$ cat src/rtl/add_image_wd_pkg.sv
`default_nettype none
// ============================================================================
//  Module      : add_image_wd_pkg
//  Description : Shared state encoding and default sizing for the add_image
//                deadlock watchdog.
//  Revision    : 1.0 - initial release
// ============================================================================
package add_image_wd_pkg;

    // Watchdog state encoding; values are visible on the wd_state port
    typedef enum logic [2:0] {
        WD_DISABLED = 3'd0,
        WD_ARMED    = 3'd1,
        WD_SUSPECT  = 3'd2,
        WD_REPORT   = 3'd3,
        WD_RECOVER  = 3'd4,
        WD_HOLDOFF  = 3'd5
    } wd_state_t;

    localparam int DEF_N_PROC = 5;
    localparam int DEF_N_AXIS = 5;
    localparam int DEF_CNT_W  = 16;
    localparam int DEF_EVT_W  = 8;

endpackage
`default_nettype wire

$ cat src/rtl/add_image_wd_stall_detect.sv
`default_nettype none
// ============================================================================
//  Module      : add_image_wd_stall_detect
//  Description : Reduces per-process idle/blocked status to a single stall
//                flag (every process stuck, at least one on AXIS) and
//                registers it once.
//  Revision    : 1.0 - initial release
// ============================================================================
module add_image_wd_stall_detect
    import add_image_wd_pkg::*;
#(
    parameter int N_PROC = DEF_N_PROC
) (
    input  logic              clock,
    input  logic              reset,
    input  logic [N_PROC-1:0] proc_idle,
    input  logic [N_PROC-1:0] proc_chan_block,
    input  logic [N_PROC-1:0] proc_axis_block,
    output logic              stall_q
);

    logic stall_d;

    // Stall only when no process can make progress and AXIS is involved
    always_comb begin
        stall_d = (&(proc_idle | proc_chan_block | proc_axis_block)) & (|proc_axis_block);
    end

    // One register stage between raw status and the watchdog FSM
    always_ff @(posedge clock) begin
        if (reset) begin
            stall_q <= 1'b0;
        end else begin
            stall_q <= stall_d;
        end
    end

endmodule
`default_nettype wire

$ cat src/rtl/add_image_deadlock_watchdog.sv
`default_nettype none
// ============================================================================
//  Module      : add_image_deadlock_watchdog
//  Description : Qualifies persistent dataflow deadlocks, latches a status
//                snapshot, raises a sticky interrupt and optionally runs a
//                recovery handshake followed by a holdoff window.
//  Revision    : 1.0 - initial release
// ============================================================================
module add_image_deadlock_watchdog
    import add_image_wd_pkg::*;
#(
    parameter int N_PROC = DEF_N_PROC,
    parameter int N_AXIS = DEF_N_AXIS,
    parameter int CNT_W  = DEF_CNT_W,
    parameter int EVT_W  = DEF_EVT_W
) (
    input  logic              clock,
    input  logic              reset,
    input  logic              enable,
    input  logic              auto_recover,
    input  logic [CNT_W-1:0]  threshold,
    input  logic [CNT_W-1:0]  holdoff,
    input  logic [N_PROC-1:0] proc_idle,
    input  logic [N_PROC-1:0] proc_chan_block,
    input  logic [N_PROC-1:0] proc_axis_block,
    input  logic [N_AXIS-1:0] axis_block_sigs,
    input  logic              irq_ack,
    input  logic              recover_done,
    output logic              irq,
    output logic              recover_req,
    output logic [2:0]        wd_state,
    output logic [N_PROC-1:0] snap_idle,
    output logic [N_PROC-1:0] snap_chan,
    output logic [N_PROC-1:0] snap_axis,
    output logic [N_AXIS-1:0] snap_axis_sigs,
    output logic [EVT_W-1:0]  evt_count
);

    localparam logic [CNT_W-1:0] CNT_ONE = CNT_W'(1);
    localparam logic [EVT_W-1:0] EVT_ONE = EVT_W'(1);

    wd_state_t          state_q, state_d;
    logic [CNT_W-1:0]   cnt_q, cnt_d;
    logic               irq_q, irq_d;
    logic               recover_req_q, recover_req_d;
    logic [EVT_W-1:0]   evt_q, evt_d;
    logic [N_PROC-1:0]  snap_idle_q, snap_idle_d;
    logic [N_PROC-1:0]  snap_chan_q, snap_chan_d;
    logic [N_PROC-1:0]  snap_axis_q, snap_axis_d;
    logic [N_AXIS-1:0]  snap_sigs_q, snap_sigs_d;

    logic               stall_q;
    logic               qualify;
    logic [CNT_W-1:0]   thr_eff;
    logic [CNT_W-1:0]   cnt_inc;

    add_image_wd_stall_detect #(
        .N_PROC (N_PROC)
    ) u_stall_detect (
        .clock           (clock),
        .reset           (reset),
        .proc_idle       (proc_idle),
        .proc_chan_block (proc_chan_block),
        .proc_axis_block (proc_axis_block),
        .stall_q         (stall_q)
    );

    // Next-state, counter, interrupt and snapshot logic
    always_comb begin
        state_d     = state_q;
        cnt_d       = cnt_q;
        irq_d       = irq_q;
        evt_d       = evt_q;
        snap_idle_d = snap_idle_q;
        snap_chan_d = snap_chan_q;
        snap_axis_d = snap_axis_q;
        snap_sigs_d = snap_sigs_q;
        qualify     = 1'b0;

        thr_eff = (threshold == '0) ? CNT_ONE : threshold;
        cnt_inc = (cnt_q == '1) ? cnt_q : cnt_q + CNT_ONE;

        // Ack clears irq anywhere; a simultaneous qualification re-sets it below
        if (irq_ack) begin
            irq_d = 1'b0;
        end

        if (!enable) begin
            state_d = WD_DISABLED;
            cnt_d   = '0;
        end else begin
            case (state_q)
                WD_DISABLED: begin
                    state_d = WD_ARMED;
                    cnt_d   = '0;
                end
                WD_ARMED: begin
                    cnt_d = '0;
                    if (stall_q) begin
                        if (thr_eff == CNT_ONE) begin
                            qualify = 1'b1;
                        end else begin
                            state_d = WD_SUSPECT;
                            cnt_d   = CNT_ONE;
                        end
                    end
                end
                WD_SUSPECT: begin
                    // >= so a threshold lowered below the count qualifies at once
                    if (!stall_q) begin
                        state_d = WD_ARMED;
                        cnt_d   = '0;
                    end else if (cnt_inc >= thr_eff) begin
                        qualify = 1'b1;
                    end else begin
                        cnt_d = cnt_inc;
                    end
                end
                WD_REPORT: begin
                    cnt_d = '0;
                    if (irq_ack) begin
                        state_d = auto_recover ? WD_RECOVER : WD_ARMED;
                    end
                end
                WD_RECOVER: begin
                    if (recover_done) begin
                        state_d = WD_HOLDOFF;
                        cnt_d   = '0;
                    end
                end
                WD_HOLDOFF: begin
                    // Stall is ignored here; at least one cycle is spent
                    if (cnt_inc >= holdoff) begin
                        state_d = WD_ARMED;
                        cnt_d   = '0;
                    end else begin
                        cnt_d = cnt_inc;
                    end
                end
                default: begin
                    state_d = WD_DISABLED;
                    cnt_d   = '0;
                end
            endcase
        end

        if (qualify) begin
            state_d     = WD_REPORT;
            cnt_d       = '0;
            irq_d       = 1'b1;
            evt_d       = (evt_q == '1) ? evt_q : evt_q + EVT_ONE;
            snap_idle_d = proc_idle;
            snap_chan_d = proc_chan_block;
            snap_axis_d = proc_axis_block;
            snap_sigs_d = axis_block_sigs;
        end

        recover_req_d = (state_d == WD_RECOVER);
    end

    // State, counter and output registers
    always_ff @(posedge clock) begin
        if (reset) begin
            state_q       <= WD_DISABLED;
            cnt_q         <= '0;
            irq_q         <= 1'b0;
            recover_req_q <= 1'b0;
            evt_q         <= '0;
            snap_idle_q   <= '0;
            snap_chan_q   <= '0;
            snap_axis_q   <= '0;
            snap_sigs_q   <= '0;
        end else begin
            state_q       <= state_d;
            cnt_q         <= cnt_d;
            irq_q         <= irq_d;
            recover_req_q <= recover_req_d;
            evt_q         <= evt_d;
            snap_idle_q   <= snap_idle_d;
            snap_chan_q   <= snap_chan_d;
            snap_axis_q   <= snap_axis_d;
            snap_sigs_q   <= snap_sigs_d;
        end
    end

    assign irq            = irq_q;
    assign recover_req    = recover_req_q;
    assign wd_state       = state_q;
    assign snap_idle      = snap_idle_q;
    assign snap_chan      = snap_chan_q;
    assign snap_axis      = snap_axis_q;
    assign snap_axis_sigs = snap_sigs_q;
    assign evt_count      = evt_q;

endmodule
`default_nettype wire
$ cat config.mk
export PLATFORM = sky130hd
export DESIGN_NAME = add_image_deadlock_watchdog
export DESIGN_NICKNAME = d
export VERILOG_FILES = /design/src/rtl/add_image_wd_pkg.sv /design/src/rtl/add_image_wd_stall_detect.sv /design/src/rtl/add_image_deadlock_watchdog.sv
export SDC_FILE = /design/constraint.sdc
export NUM_CORES = 1
export LEC_CHECK = 0
export CAP_MARGIN = 25
export CORE_MARGIN = 10
export CORE_UTILIZATION = 44
export CTS_CLUSTER_SIZE = 28
export DETAILED_ROUTE_END_ITERATION = 12
export MAX_ROUTING_LAYER = met4
export PLACE_DENSITY = 0.77
export SLEW_MARGIN = 10
export SYNTH_ARGS = -nofsm -noshare
export SYNTH_HDL_FRONTEND = slang
export SYNTH_SLANG_ARGS = --single-unit
export TNS_END_PERCENT = 20
$ cat constraint.sdc
create_clock -name clock -period 3.5 [get_ports clock]
set_clock_uncertainty 0.1 [all_clocks]
set_input_delay 0.525 -clock clock [delete_from_list [all_inputs] [get_ports clock]]
set_output_delay 0.525 -clock clock [all_outputs]
set_load 0.01 [all_outputs]
==> results.sh, run 1 <==
export IMPL_fin_hold_ws_ns=0.408
export IMPL_std_cell_rows=31
export IMPL_detailedRoute_firstPassIterationCount=5
export IMPL_postSynthNetCount=503
export IMPL_clk_transition_reported_paths_ns=0.10
export IMPL_comb_power_share_pct=13.9
export IMPL_status="finished with violations"
export IMPL_report_final_hold_viol_count=0
export IMPL_first_global_vias=3535
export IMPL_place_congestion=0.901
export IMPL_clock_network_fraction_of_design_power_pct=31.7
export IMPL_rrSetupSlack_ns=-0.06
export IMPL_synthFlopType="dfxtp_1"
export IMPL_setup_worst_path_start_class="flop"
export IMPL_drive_gt1_share_pct=24.0
export IMPL_detail_route_drc_violations=0
export IMPL_areaGrowthSynthToFinish_pct=56.6
export IMPL_grt_first_pass_wirelength_mm=16.9
export IMPL_crit_path_time_final_ns=3.56
export IMPL_yosysWarnings=0
export IMPL_finalSetupViolations=18
export IMPL_asr_flop_ratio_synth_pct=0
export IMPL_setup_total_negative_slack_ns=-0.375
export IMPL_route_detailed_wl_per_inst_um=17.0
export IMPL_detail_route_antenna_nets=0
export IMPL_synthDominantCellAreaShare_pct=30.0
export IMPL_yosys_register_bits=50
export IMPL_synth_enable_flop_cells=0
export IMPL_start_util_pct=45.7
export IMPL_worstPathRequired_ns=3.60
export IMPL_setup_worst_path_class="flop to flop"
export IMPL_numCtsBuffers=5
export IMPL_tritoncts_num_sinks=50
export IMPL_ir_worst_vdd_v=0.000213
export IMPL_mapped_cells=411
export IMPL_worstPathMaxFanout=6
export IMPL_rsz0062_at_grt="yes"
export IMPL_worstHoldPathCells=2
export IMPL_worstMarginPinSlew_ns=0.422
export IMPL_switching_power_total_uw=259
export IMPL_max_clock_path_buffers=2
export IMPL_clk_root_buffer_cell="clkbuf_8"
export IMPL_final_cell_area_um2=5220
export IMPL_switching_share_pct=24.6
export IMPL_post_synth_cell_area_avg_um2=8.11
export IMPL_floorplan_die_width_um=107
export IMPL_yosys_area_top_type="dfxtp_1"
export IMPL_later_pin_clock_latency_in_the_skew_report_ns=0.31
export IMPL_post_synth_top_count_cell="nor2_1"
export IMPL_cts_htree_levels=2
export IMPL_io_pins=91
export IMPL_grt_antenna_before_repair=0
export IMPL_post_synth_instance_area_um2=3330
export IMPL_timing_max_cap_violations=0
export IMPL_num_antenna_cells=0
export IMPL_post_synth_main_area_contributors="dfxtp_1, ha_1, mux2i_1"
export IMPL_final_fill_count=561
export IMPL_grtUsageTotal_pct=18.3
export IMPL_p_int_uw=795
export IMPL_relSlewSlack_pct=71.7
export IMPL_route_vias_total=3568
export IMPL_min_setup_slack_post_route_ns=-0.0556
export IMPL_place_hpwl_mm=8.06
export IMPL_post_synth_num_cell_types=55
export IMPL_synth_sequential_area_ratio_pct=30.0
export IMPL_endpoint_kind="flop"
export IMPL_die_height_um=107
export IMPL_dr_first_iter_drc_count=163
export IMPL_detail_route_vias_per_cell=5.46
export IMPL_power_share_sequential_pct=54.4
export IMPL_grt_ovfl_total=0
export IMPL_arrival_ns=3.65
export IMPL_dpl_instance_area_um2=4680
export IMPL_worstHoldPathType="flop to flop"
export IMPL_final_number_of_max_transition_violations=0
export IMPL_clock_tree_from_tritoncts="yes"
export IMPL_failed_checks="setup timing"
export IMPL_postCtsHoldBufs=0
export IMPL_post_route_period_util_pct=102
export IMPL_design_core_area_um2=7290
export IMPL_maximum_number_of_pins_on_one_net_before_global_route_repair=29
export IMPL_die_area_um2=11500
export IMPL_num_nets_final=647
export IMPL_r2r_cells=16
export IMPL_max_clock_freq_mhz=281
export IMPL_p_leak_nw=2.17
export IMPL_powerDensity_nw_per_um2=202
export IMPL_netlist_top_cells_count="nor2_1, dfxtp_1, inv_1"
export IMPL_portBuffers=90
export IMPL_postRouteWirelength_mm=11.1
==> kinds of logic (layout without fill, tap and decap cells) <==
family | count (synthesis) | in the layout | share of synthesized area, %
flip-flops | 50 | 50 | 30.0
XOR/XNOR | 14 | 14 | 3.68
AND/OR/NAND/NOR | 171 | 172 | 26.8
AO/OA/AOI/OAI | 68 | 69 | 12.8
adder cells (fa/ha/maj) | 34 | 34 | 12.8
multiplexers | 24 | 24 | 7.25
buffers and inverters | 50 | 192 | 6.57
==> repair_timing <==
action	in CTS	in global routing
setup buffers	3	7
setup endpoints to repair	48	49
gates cloned	2	1
pin swaps	25	29
gates resized for setup	25	52
==> routing by layer <==
layer  routed length (um)  up-vias  track usage [%]
met2                 5450      157             31.2
met5                    0        -                -
met1                 4620     1656             20.4
met4                  210        0             4.55
li1                     -     1730                -
met3                  829       25             5.45
==> stage by stage <==
stage | setup slack, ns | power, mW | util, % | std cells
5_1_grt | -0.179 | 1.09 | 71.6 | 654
4_1_cts | -0.0970 | 1.05 | 67.4 | 646
2_1_floorplan | 0.0126 | 0.631 | - | 411
3_5_place_dp | -0.286 | 0.720 | 64.2 | 634
3_3_place_gp | -0.299 | 0.717 | 64.2 | 634
6_report | -0.0556 | 1.05 | 71.6 | 654
==> power by group through the flow <==
stage                     clock (mW)  combinational, mW  sequential, mW
after CTS                      0.341              0.136           0.573
after detailed placement           0              0.133           0.587
after global routing           0.359              0.159           0.574
final                          0.334              0.147           0.574
after floorplan                    0             0.0449           0.586
after global placement             0              0.131           0.587
==> layout by cell type, fill, tap and decap left out, types with 3 or more instances in the layout <==
cell	instances
a21o_1	3
a21oi_1	19
a21oi_2	11
and3_1	3
and3_4	3
buf_4	49
buf_6	7
clkbuf_8	5
clkdlybuf4s50_1	90
dfxtp_1	44
dfxtp_2	6
ha_1	30
ha_4	4
inv_1	37
mux2i_1	22
nand2_1	23
nand2b_1	4
nand3_1	14
nand3_2	5
nand3b_1	5
nand4_1	6
nor2_1	58
nor2_4	4
nor3_1	8
nor3_2	3
nor4_1	5
o21ai_0	11
o21ai_1	5
or3b_1	6
xnor2_1	6
xor2_1	3
xor2_2	4
==> flip-flops by register name, summed over array words and instances, names as in the netlist <==
name                    flops
recover_req                 1
irq                         1
snap_chan                   5
snap_axis                   5
cnt_q                      16
wd_state                    3
snap_idle                   5
snap_axis_sigs              5
u_stall_detect.stall_q      1
evt_count                   8
==> area by class of cell <==
type | count | area, um2 | share of cell area, %
clock buffer | 6 | 72.6 | 1.39
tap | 99 | 124 | 2.37
sequential | 50 | 1010 | 19.3
timing repair buffer | 148 | 1400 | 26.7
multi-input combinational | 313 | 2470 | 47.4
clock inverter | 1 | 7.51 | 0.144
inverter | 37 | 139 | 2.66
==> worst max-delay path: stages, from the launching register on <==
cell and delay (ns):
dfxtp_2 0.37, nand4_4 0.13, nor4_4 0.36, nand2b_4 0.11, and3_4 0.16, and3_4 0.15
xor2_2 0.15, ha_1 0.32, nand2_1 0.07, nor3_2 0.17, nand4b_1 0.20, a311oi_2 0.39
o211a_4 0.29, buf_6 0.14, nand3_2 0.08, xor2_2 0.18, nor2_1 0.05
==> worst paths after layout <==
path                                    from      endpoint
worst min-delay path            snap_chan[4]  snap_chan[4]
worst max-delay path                cnt_q[7]  evt_count[4]
worst max register to register      cnt_q[7]  evt_count[4]
worst min register to register  snap_chan[4]  snap_chan[4]
(Power assumes the default switching activity.)
==> inputs of run 2 (changes only) <==
--- a/config.mk
+++ b/config.mk
@@ -12,7 +12,6 @@
 export DETAILED_ROUTE_END_ITERATION = 12
 export MAX_ROUTING_LAYER = met4
 export PLACE_DENSITY = 0.77
-export SLEW_MARGIN = 10
 export SYNTH_ARGS = -nofsm -noshare
 export SYNTH_HDL_FRONTEND = slang
 export SYNTH_SLANG_ARGS = --single-unit
==> results of run 2 <==
Final layout, timing and power as in run 1 (identical DEF).
==> inputs of run 3 (changes only) <==
--- a/config.mk
+++ b/config.mk
@@ -6,12 +6,14 @@
 export NUM_CORES = 1
 export LEC_CHECK = 0
 export CAP_MARGIN = 25
+export CELL_PAD_IN_SITES_DETAIL_PLACEMENT = 0
+export CELL_PAD_IN_SITES_GLOBAL_PLACEMENT = 2
 export CORE_MARGIN = 10
-export CORE_UTILIZATION = 44
+export CORE_UTILIZATION = 25
 export CTS_CLUSTER_SIZE = 28
 export DETAILED_ROUTE_END_ITERATION = 12
 export MAX_ROUTING_LAYER = met4
-export PLACE_DENSITY = 0.77
+export PLACE_DENSITY_LB_ADDON = 0.1
 export SYNTH_ARGS = -nofsm -noshare
 export SYNTH_HDL_FRONTEND = slang
 export SYNTH_SLANG_ARGS = --single-unit
==> run 3 against run 2 <==
- the run still ends with setup timing left
- first-iteration DRC count grew 1.2%
- count of clock-buffer cells in the layout shrank 1
- critical path type unchanged
- die area is 60% higher
- register-to-register slack worse by 0.04 ns
- largest power group unchanged
- critical endpoint is now cnt_q[13]
- non-clock buffer count grew 19
==> results.sh, run 3 (synthesis gave the netlist of run 1 again) <==
export IMPL_status="finished with violations"
export IMPL_failed_checks="setup timing"
export IMPL_r2r_start="cnt_q[0]"
export IMPL_timing_critical_path_slowest_stage_cell="or3b_4"
export IMPL_final_number_of_max_transition_violations=0
export IMPL_numCtsBuffers=5
export IMPL_timing_max_cap_violations=0
export IMPL_relSlewSlack_pct=73.9
export IMPL_postCtsHoldBufs=0
export IMPL_num_antenna_cells=0
export IMPL_clock_tree_from_tritoncts="yes"
export IMPL_crit_start="cnt_q[0]"
export IMPL_min_from="snap_chan[0]"
export IMPL_layout_cells_most_common="clkdlybuf4s50_1"
export IMPL_grt_first_pass_wirelength_mm=19.6
export IMPL_max_clock_path_buffers=2
export IMPL_p_leak_nw=2.32
export IMPL_worstHoldPathType="flop to flop"
export IMPL_final_cell_area_um2=5390
export IMPL_clk_transition_reported_paths_ns=0.07
export IMPL_crit_path_time_final_ns=3.59
export IMPL_dr_first_iter_drc_count=165
export IMPL_path_cells="buf_4, and3_1, nand4_1, or3_1, nand3_1, ha_1, a21o_1, a21o_1, a221oi_2, nand3_2, a32o_2, or3b_4, a21oi_2"
export IMPL_portBuffers=90
export IMPL_endpoint_kind="flop"
export IMPL_layout_area_seq_um2=1010
export IMPL_dpl_instance_area_um2=4970
export IMPL_maximum_number_of_pins_on_one_net_before_global_route_repair=33
export IMPL_floorplan_die_width_um=135
export IMPL_final_util_pct=41.0
export IMPL_top_register="cnt_q"
export IMPL_first_global_vias=3752
export IMPL_clk_root_buffer_cell="clkbuf_16"
export IMPL_most_common_layout_cells="clkdlybuf4s50_1, buf_4, nor2_1"
export IMPL_die_area_um2=18300
export IMPL_route_vias_total=3443
export IMPL_detail_route_antenna_nets=0
export IMPL_worst_path_largest_cell_delay_ns=0.40
export IMPL_worstPathMaxFanout=8
export IMPL_cts_htree_levels=2
export IMPL_max_clock_freq_mhz=278
export IMPL_post_route_period_util_pct=103
export IMPL_final_fill_count=1406
export IMPL_place_hpwl_mm=9.38
export IMPL_largest_register_ffs=16
export IMPL_powerDensity_nw_per_um2=230
export IMPL_design_core_area_um2=13100
export IMPL_setup_worst_path_start_class="flop"
export IMPL_drive_gt1_share_pct=23.9
export IMPL_min_setup_slack_post_route_ns=-0.0935
export IMPL_crit_buf_inv=1
export IMPL_report_final_hold_viol_count=0
export IMPL_finalSetupViolations=42
export IMPL_tritoncts_num_sinks=50
export IMPL_areaGrowthSynthToFinish_pct=61.8
export IMPL_crit_family="simple AND/OR/NAND/NOR gates"
export IMPL_setup_total_negative_slack_ns=-1.87
export IMPL_arrival_ns=3.74
export IMPL_place_congestion=0.842
export IMPL_grtUsageTotal_pct=13.8
export IMPL_setup_worst_path_class="flop to flop"
export IMPL_rsz0062_at_grt="yes"
export IMPL_detail_route_drc_violations=0
export IMPL_io_pins=91
export IMPL_grt_antenna_before_repair=0
export IMPL_worstMarginPinSlew_ns=0.387
export IMPL_worstPathRequired_ns=3.65
export IMPL_crit_top_cell="a21o_1"
export IMPL_grt_ovfl_total=0
export IMPL_detail_route_vias_per_cell=4.59
export IMPL_die_height_um=135
export IMPL_route_detailed_wl_per_inst_um=15.8
export IMPL_start_util_pct=25.4
export IMPL_ir_worst_vdd_v=0.000162
export IMPL_postRouteWirelength_mm=11.9
export IMPL_detailedRoute_firstPassIterationCount=4
export IMPL_std_cell_rows=42
export IMPL_num_nets_final=665
export IMPL_multiInputGateArea_um2=2340
export IMPL_later_pin_clock_latency_in_the_skew_report_ns=0.31
-- run 3: power by group --
part / internal [mW] / switching [mW] / total (mW)
clock network: 0.266 / 0.246 / 0.512
logic: 0.0928 / 0.0607 / 0.154
registers: 0.569 / 0.00332 / 0.573
total: 0.928 / 0.310 / 1.24
-- run 3: what timing repair did --
item	CTS	global route
setup buffers	4	1
setup endpoints to repair	49	49
pin swaps	34	11
cloned	1	0
resized for setup	36	20
-- run 3: layout make-up --
cell class / instances / share of cell area (%)
clock inverter: 3 / 0.348
tap: 176 / 4.08
clock buffer: 5 / 2.32
inverter: 37 / 2.58
timing repair buffer: 167 / 28.5
sequential: 50 / 18.8
multi-input combinational: 312 / 43.4
-- run 3: worst reg2reg max path: stages (launching register included) --
cell	delay [ns]
dfxtp_2	0.37
buf_4	0.16
and3_1	0.23
nand4_1	0.17
or3_1	0.33
nand3_1	0.18
ha_1	0.29
a21o_1	0.19
a21o_1	0.18
a221oi_2	0.34
nand3_2	0.16
a32o_2	0.34
or3b_4	0.40
a21oi_2	0.12
-- run 3: worst paths after layout --
check	cells after the start	slack, ns	to
max	13	-0.09	cnt_q[13]
min	2	0.40	snap_chan[0]
max reg2reg	13	-0.09	cnt_q[13]
min reg2reg	2	0.40	snap_chan[0]
-- run 3: per-layer routing --
metal  track usage [%]  up-vias  wire length (um)
met4              4.13        0               219
li1                  -     1771                 -
met2              21.4       86              5290
met3              4.41       13               728
met5                 -        -                 0
met1              16.7     1573              5630
-- run 3: through the flow --
stage                     power, mW  setup WS (ns)  instances  hold slack [ns]
after global placement        0.732         -0.441        736            0.373
after CTS                      1.27         -0.217        749            0.408
after global routing           1.30         -0.302        750            0.439
after floorplan               0.631         0.0126        411            0.367
final                          1.24        -0.0935        750            0.402
after detailed placement      0.733         -0.504        736            0.382
